--- config.mk ---
export PLATFORM = sky130hd
export DESIGN_NAME = esfa_host_sequencer_flat
export DESIGN_NICKNAME = d
export VERILOG_FILES = /design/src/rtl/esfa_host_if.sv /design/src/rtl/esfa_host_sequencer.sv /design/src/flat_wrapper.sv
export SDC_FILE = /design/constraint.sdc
export NUM_CORES = 1
export LEC_CHECK = 0
export CAP_MARGIN = 20
export CORE_MARGIN = 2
export CORE_UTILIZATION = 30
export CTS_CLUSTER_DIAMETER = 150
export DETAILED_ROUTE_END_ITERATION = 10
export PLACE_DENSITY_LB_ADDON = 0.08
export SYNTH_ARGS = -nofsm -noshare
export SYNTH_HDL_FRONTEND = slang
export SYNTH_SLANG_ARGS = --single-unit
export TNS_END_PERCENT = 10
--- constraint.sdc ---
create_clock -name clk -period 2.78 [get_ports clk]
set_input_delay 0.278 -clock clk [delete_from_list [all_inputs] [get_ports clk]]
set_output_delay 0.278 -clock clk [all_outputs]
set_load 0.02 [all_outputs]
--- src/rtl/esfa_host_if.sv ---
// Host-side command/response handshake bundle for the ESFA sequencer.
// The host drives through the master modport; the sequencer uses the slave modport.
interface esfa_host_if #(
  parameter int DATA_W = 8
);
  logic              cmd_valid;
  logic              cmd_ready;
  logic [DATA_W-1:0] cmd_op;
  logic [DATA_W-1:0] cmd_handle;
  logic [DATA_W-1:0] cmd_index;
  logic [DATA_W-1:0] cmd_value;
  logic              rsp_valid;
  logic              rsp_ready;
  logic [DATA_W-1:0] rsp_op;
  logic              rsp_bool;
  logic [DATA_W-1:0] rsp_value;

  modport master (
    output cmd_valid, cmd_op, cmd_handle, cmd_index, cmd_value, rsp_ready,
    input  cmd_ready, rsp_valid, rsp_op, rsp_bool, rsp_value
  );

  modport slave (
    input  cmd_valid, cmd_op, cmd_handle, cmd_index, cmd_value, rsp_ready,
    output cmd_ready, rsp_valid, rsp_op, rsp_bool, rsp_value
  );
endinterface

--- src/rtl/esfa_host_sequencer.sv ---
// ESFA initiator: issues one host command per cycle slot into the array and returns the sampled result.
// Define ESFA_CMD_FIFO_EN for a FIFO_DEPTH-entry command queue; otherwise a single command register.
module esfa_host_sequencer #(
  parameter int                DATA_W         = 8,
  parameter int                RESULT_LATENCY = 2,
  parameter logic [DATA_W-1:0] IDLE_OP        = DATA_W'(8),
  parameter int                FIFO_DEPTH     = 4
) (
  input  logic              clk,
  input  logic              reset,
  esfa_host_if.slave        host,
  output logic [DATA_W-1:0] esfa_selector,
  output logic [DATA_W-1:0] esfa_queried_handle,
  output logic [DATA_W-1:0] esfa_new_index,
  output logic [DATA_W-1:0] esfa_new_value,
  input  logic              esfa_result_bool,
  input  logic [DATA_W-1:0] esfa_result_value,
  output logic              busy
);

  typedef struct packed {
    logic [DATA_W-1:0] op;
    logic [DATA_W-1:0] handle;
    logic [DATA_W-1:0] index;
    logic [DATA_W-1:0] value;
  } cmd_t;

  typedef enum logic [1:0] {IDLE, ISSUE, WAIT, RESP} state_t;

  state_t      state_q, state_d;
  logic        pop;
  logic        push;
  cmd_t        head;
  logic        head_vld;
  cmd_t        cmd_in;
  logic [3:0]  cnt_q;
  logic [DATA_W-1:0] op_q;

  assign cmd_in = '{op: host.cmd_op, handle: host.cmd_handle,
                    index: host.cmd_index, value: host.cmd_value};
  assign push   = host.cmd_valid && host.cmd_ready;

`ifdef ESFA_CMD_FIFO_EN
  localparam int PW = $clog2(FIFO_DEPTH);

  cmd_t          mem [FIFO_DEPTH];
  logic [PW-1:0] wr_ptr, rd_ptr;
  logic [PW:0]   count;
  logic          full;

  assign full           = (count == (PW+1)'(FIFO_DEPTH));
  assign head_vld       = (count != '0);
  assign head           = mem[rd_ptr];
  assign host.cmd_ready = reset && !full;

  always_ff @(posedge clk) begin
    if (push) mem[wr_ptr] <= cmd_in;
  end

  // Power-of-two depth lets the pointers wrap by natural overflow.
  always_ff @(posedge clk) begin
    if (!reset) begin
      wr_ptr <= '0;
      rd_ptr <= '0;
      count  <= '0;
    end else begin
      if (push) wr_ptr <= wr_ptr + 1'b1;
      if (pop)  rd_ptr <= rd_ptr + 1'b1;
      case ({push, pop})
        2'b10:   count <= count + 1'b1;
        2'b01:   count <= count - 1'b1;
        default: count <= count;
      endcase
    end
  end
`else
  logic unused_depth;
  assign unused_depth = ^FIFO_DEPTH;

  // Accept only when the register is free, or as the pending response drains.
  assign host.cmd_ready = reset &&
                          ((state_q == IDLE && !head_vld) || (state_q == RESP && host.rsp_ready));

  always_ff @(posedge clk) begin
    if (!reset) begin
      head     <= '0;
      head_vld <= 1'b0;
    end else if (push) begin
      head     <= cmd_in;
      head_vld <= 1'b1;
    end else if (pop) begin
      head_vld <= 1'b0;
    end
  end
`endif

  always_ff @(posedge clk) begin
    if (!reset) state_q <= IDLE;
    else        state_q <= state_d;
  end

  always_comb begin
    state_d = state_q;
    pop     = 1'b0;
    case (state_q)
      IDLE:  if (head_vld) begin
               state_d = ISSUE;
               pop     = 1'b1;
             end
      ISSUE: state_d = WAIT;
      WAIT:  if (cnt_q == '0) state_d = RESP;
      RESP:  if (host.rsp_ready) begin
               if (head_vld) begin
                 state_d = ISSUE;
                 pop     = 1'b1;
               end else begin
                 state_d = IDLE;
               end
             end
      default: state_d = IDLE;
    endcase
  end

  // Selector shows the op only in the cycle after a pop; handle/index/value stay parked.
  always_ff @(posedge clk) begin
    if (!reset) begin
      esfa_selector       <= IDLE_OP;
      esfa_queried_handle <= '0;
      esfa_new_index      <= '0;
      esfa_new_value      <= '0;
      op_q                <= '0;
      cnt_q               <= '0;
      host.rsp_valid      <= 1'b0;
      host.rsp_op         <= '0;
      host.rsp_bool       <= 1'b0;
      host.rsp_value      <= '0;
    end else begin
      if (pop) begin
        esfa_selector       <= head.op;
        esfa_queried_handle <= head.handle;
        esfa_new_index      <= head.index;
        esfa_new_value      <= head.value;
        op_q                <= head.op;
      end else begin
        esfa_selector       <= IDLE_OP;
      end

      if (state_q == ISSUE)                   cnt_q <= 4'(RESULT_LATENCY - 1);
      else if (state_q == WAIT && cnt_q != 0) cnt_q <= cnt_q - 4'd1;

      if (state_q == WAIT && cnt_q == '0) begin
        host.rsp_valid <= 1'b1;
        host.rsp_op    <= op_q;
        host.rsp_bool  <= esfa_result_bool;
        host.rsp_value <= esfa_result_value;
      end else if (state_q == RESP && host.rsp_ready) begin
        host.rsp_valid <= 1'b0;
      end
    end
  end

  assign busy = (state_q != IDLE) || head_vld;

endmodule

--- src/flat_wrapper.sv ---
// flat-port wrapper written by rule: the top's interface ports become plain ports
module esfa_host_sequencer_flat 
#(
  parameter int                DATA_W         = 8,
  parameter int                RESULT_LATENCY = 2,
  parameter logic [DATA_W-1:0] IDLE_OP        = DATA_W'(8),
  parameter int                FIFO_DEPTH     = 4
)
  (clk, reset, esfa_selector, esfa_queried_handle, esfa_new_index, esfa_new_value, esfa_result_bool, esfa_result_value, busy, host_cmd_valid, host_cmd_op, host_cmd_handle, host_cmd_index, host_cmd_value, host_rsp_ready, host_cmd_ready, host_rsp_valid, host_rsp_op, host_rsp_bool, host_rsp_value);
  esfa_host_if #(.DATA_W(DATA_W)) host_i ();
  input  logic clk;
  input  logic reset;
  output logic [DATA_W-1:0] esfa_selector;
  output logic [DATA_W-1:0] esfa_queried_handle;
  output logic [DATA_W-1:0] esfa_new_index;
  output logic [DATA_W-1:0] esfa_new_value;
  input  logic esfa_result_bool;
  input  logic [DATA_W-1:0] esfa_result_value;
  output logic busy;
  input wire logic [$bits(host_i.cmd_valid)-1:0] host_cmd_valid;
  input wire logic [$bits(host_i.cmd_op)-1:0] host_cmd_op;
  input wire logic [$bits(host_i.cmd_handle)-1:0] host_cmd_handle;
  input wire logic [$bits(host_i.cmd_index)-1:0] host_cmd_index;
  input wire logic [$bits(host_i.cmd_value)-1:0] host_cmd_value;
  input wire logic [$bits(host_i.rsp_ready)-1:0] host_rsp_ready;
  output wire logic [$bits(host_i.cmd_ready)-1:0] host_cmd_ready;
  output wire logic [$bits(host_i.rsp_valid)-1:0] host_rsp_valid;
  output wire logic [$bits(host_i.rsp_op)-1:0] host_rsp_op;
  output wire logic [$bits(host_i.rsp_bool)-1:0] host_rsp_bool;
  output wire logic [$bits(host_i.rsp_value)-1:0] host_rsp_value;
  assign host_i.cmd_valid = host_cmd_valid;
  assign host_i.cmd_op = host_cmd_op;
  assign host_i.cmd_handle = host_cmd_handle;
  assign host_i.cmd_index = host_cmd_index;
  assign host_i.cmd_value = host_cmd_value;
  assign host_i.rsp_ready = host_rsp_ready;
  assign host_cmd_ready = host_i.cmd_ready;
  assign host_rsp_valid = host_i.rsp_valid;
  assign host_rsp_op = host_i.rsp_op;
  assign host_rsp_bool = host_i.rsp_bool;
  assign host_rsp_value = host_i.rsp_value;
  esfa_host_sequencer #(.DATA_W(DATA_W), .RESULT_LATENCY(RESULT_LATENCY), .IDLE_OP(IDLE_OP), .FIFO_DEPTH(FIFO_DEPTH)) u_core (.clk(clk), .reset(reset), .host(host_i), .esfa_selector(esfa_selector), .esfa_queried_handle(esfa_queried_handle), .esfa_new_index(esfa_new_index), .esfa_new_value(esfa_new_value), .esfa_result_bool(esfa_result_bool), .esfa_result_value(esfa_result_value), .busy(busy));
endmodule
==> metrics.txt <==
Seq cells post-synth=between 90 and 100; Detailed Place HPWL=between 5000 and 6000 um; Critical Path Sink Type=output pin; WL final=8040 um; mux contribution to synthesized area=0.157; Cells after DPL=634; Layout Cells excl Fill=650; met3 Use GR=0.0358; Synth Area in Compound Gates=0.0826; PortBufs=96; mapped cell area=0.00377 mm2; Ports=97; final setup TNS=0 ns; die height=about 120 um; Clk Latency, worst-skew pair=0.34 ns; worst-margin pin slew=0.553 ns; Worst-path clk slew=0.06 ns; Post-synth EDFFs=0; GRT overflow=0; top cells by area, synth=dfxtp_1 (52%), mux2i_1 (16%), nand2_1 (10%); final-layout fill cell count=1238; Yosys top cell area share=0.515; grt met1 use=0.157; Synth Area in XOR/XNOR=0.00232; CTS resizes=0; GPL Wtd Cong=0.672; Max-Cap Viols=0; Mean Syn Cell Area=9.69 um2; initial drt markers=74; peak supply drop=0.368 mV; P per Cell Area=a little under 800 mW/mm2; die area=0.0135 mm2; Antenna Violating Nets Remaining=0; CP Cell Sequence=inv_1 > ha_1 > and2b_1 > inv_1 > a21boi_0 > clkdlybuf4s50_1; Worst EP arrival=about 2.2 ns; Nets=528; met2 GRT Util=0.191; fin. max-slew vios=0; Final Critical Period=2.48 ns; Pre-antenna DRT Iters=4; Final WS setup=0.301 ns; n_diodes=0; cell count after synthesis=approximately 400; final hold vios=0; critical path launch point type=flip-flop; Avg WL per Cell=12.4 um; die width=approximately 120 um; commonest non-fill, non-tap cells in the layout=nand2_1 (103), dfxtp_1 (97), clkdlybuf4s50_1 (95); DRC viols=0; Layout area overhead=36.0%; Post-CTS Setup Inserts=0; share of layout cells above drive strength 1=0.0519; CTS tree=done; final core occ=0.422; Critical Path Max Stage Delay=approximately 0.66 ns; Post-Place Worst Slack=0.630 ns; Post-synth ARST share=0; number of global-route vias before repair=2642; commonest non-fill, non-tap cell in the layout=nand2_1; first-pass GRT wire length=12800 um; Core ar.=~0.012 mm2; RSZ-0062 raised after global routing=no; Warnings, synthesis=0; CTS buffer count=9; syn nets=between 400 and 500; Clock Sinks=97; most used cell, CP=inv_1; status=finished clean; # hold bufs at CTS=0; dominant synthesized flop cell=dfxtp_1; sequential area share after synthesis=0.515; worst hold slack=0.440 ns; std cell rows=40; synth unique cells=35; clock root buffer=clkbuf_16; worst min path class=reg -> reg; Fmax achieved=403 MHz; Leak=2.13 nW; GRT Total Usage=0.123; Adder-Cell Fraction of Synth Area=0.0199; fin crit share=0.892; CTS Buffer Depth=2; Synth Area in Simple Gates=0.148; largest net degree at the start of global routing=55; vias per cell=4.22; Synth area leader=dfxtp_1; worst-path cell with the longest stage delay=clkdlybuf4s50_1; most used routing layer=met2; largest family of logic cells by synthesized area=multiplexers; Crit Path Category=reg -> out; worst-path maximum fanout=6; clock skew=0.00549 ns; Initial Util=0.310; Final setup viols=0; via count=2741; CTS H-tree lvls=3; Slew HR=0.631; initial antenna violation count=0; required time of the critical path=~2.5 ns
cell usage after synthesis, types with 2 or more instances:
library cell and count:
ha_1 6, mux2i_1 59, buf_2 8, nand2b_1 2, buf_6 4, a21oi_1 4
nor2b_1 2, and3_1 2, nand2_1 103, and2_1 8, clkbuf_1 8, inv_1 38
o2bb2ai_1 7, nor3_1 2, dfxtp_1 97, a21boi_0 17, nand4b_1 2, buf_4 3
routing by layer:
| layer | routed length [um] | up-vias |
|---|---|---|
| met5 | 0 | - |
| met4 | 133 | 0 |
| met3 | 439 | 8 |
| met2 | 3680 | 61 |
| met1 | 3790 | 1247 |
| li1 | - | 1425 |
path summary, 6_finish.rpt:
path | start | endpoint | slack (ns) | depth (start not counted)
setup / recovery | u_core.state_q[0] | host_cmd_ready | 0.30 | 6
setup reg to reg | u_core.state_q[0] | u_core.head[18] | 0.88 | 6
hold / removal | u_core.head[27] | u_core.esfa_selector[3] | 0.44 | 1
hold reg to reg | u_core.head[27] | u_core.esfa_selector[3] | 0.44 | 1
flip-flops by register name, indices dropped and copies added, names as in the netlist:
signal / flops
u_core.head: 32
u_core.esfa_new_index: 8
u_core.esfa_new_value: 8
u_core.esfa_queried_handle: 8
u_core.esfa_selector: 8
u_core.host.rsp_op: 8
u_core.host.rsp_value: 8
u_core.op_q: 8
u_core.cnt_q: 4
u_core.state_q: 2
u_core.head_vld: 1
u_core.host.rsp_bool: 1
u_core.host.rsp_valid: 1
through the flow:
step | power [mW] | area, um2
detailed placement | 2.95 | 4850
finish | 4.06 | 5130
global placement | 2.94 | 4850
global route | 4.31 | 5130
CTS | 4.14 | 5130
floorplan | 2.57 | 3770
cell families (layout without fill, tap and decap cells):
family / after synthesis / after routing
AND/OR/NAND/NOR: 127 / 127
flip-flops: 97 / 97
buffers and inverters: 62 / 155
multiplexers: 59 / 59
AO/OA/AOI/OAI: 37 / 37
adder cells (fa/ha/maj): 6 / 6
XOR/XNOR: 1 / 1
report_power, final:
group | total (mW) | switching (mW) | internal (mW)
logic | 1.19 | 0.648 | 0.542
registers | 1.71 | 0.102 | 1.60
clock network | 1.16 | 0.503 | 0.656
layout make-up:
type / count / area [um2] / share of cell area
Inverter: 38 / 143 / 0.0278
Clock buffer: 14 / 264 / 0.0515
Multi-Input combinational cell: 230 / 1550 / 0.302
Timing Repair Buffer: 101 / 1010 / 0.196
Clock inverter: 2 / 12.5 / 0.00244
Sequential cell: 97 / 1940 / 0.379
Tap cell: 168 / 210 / 0.0410
critical path: cells and delay by family (launching register included):
kind            cells  cell delay [ns]
compound gates      1             0.24
fa+ha+maj           1             0.17
buf+inv             3             0.86
flops               1             0.35
simple gates        1             0.25
(Power assumes the default switching activity.)
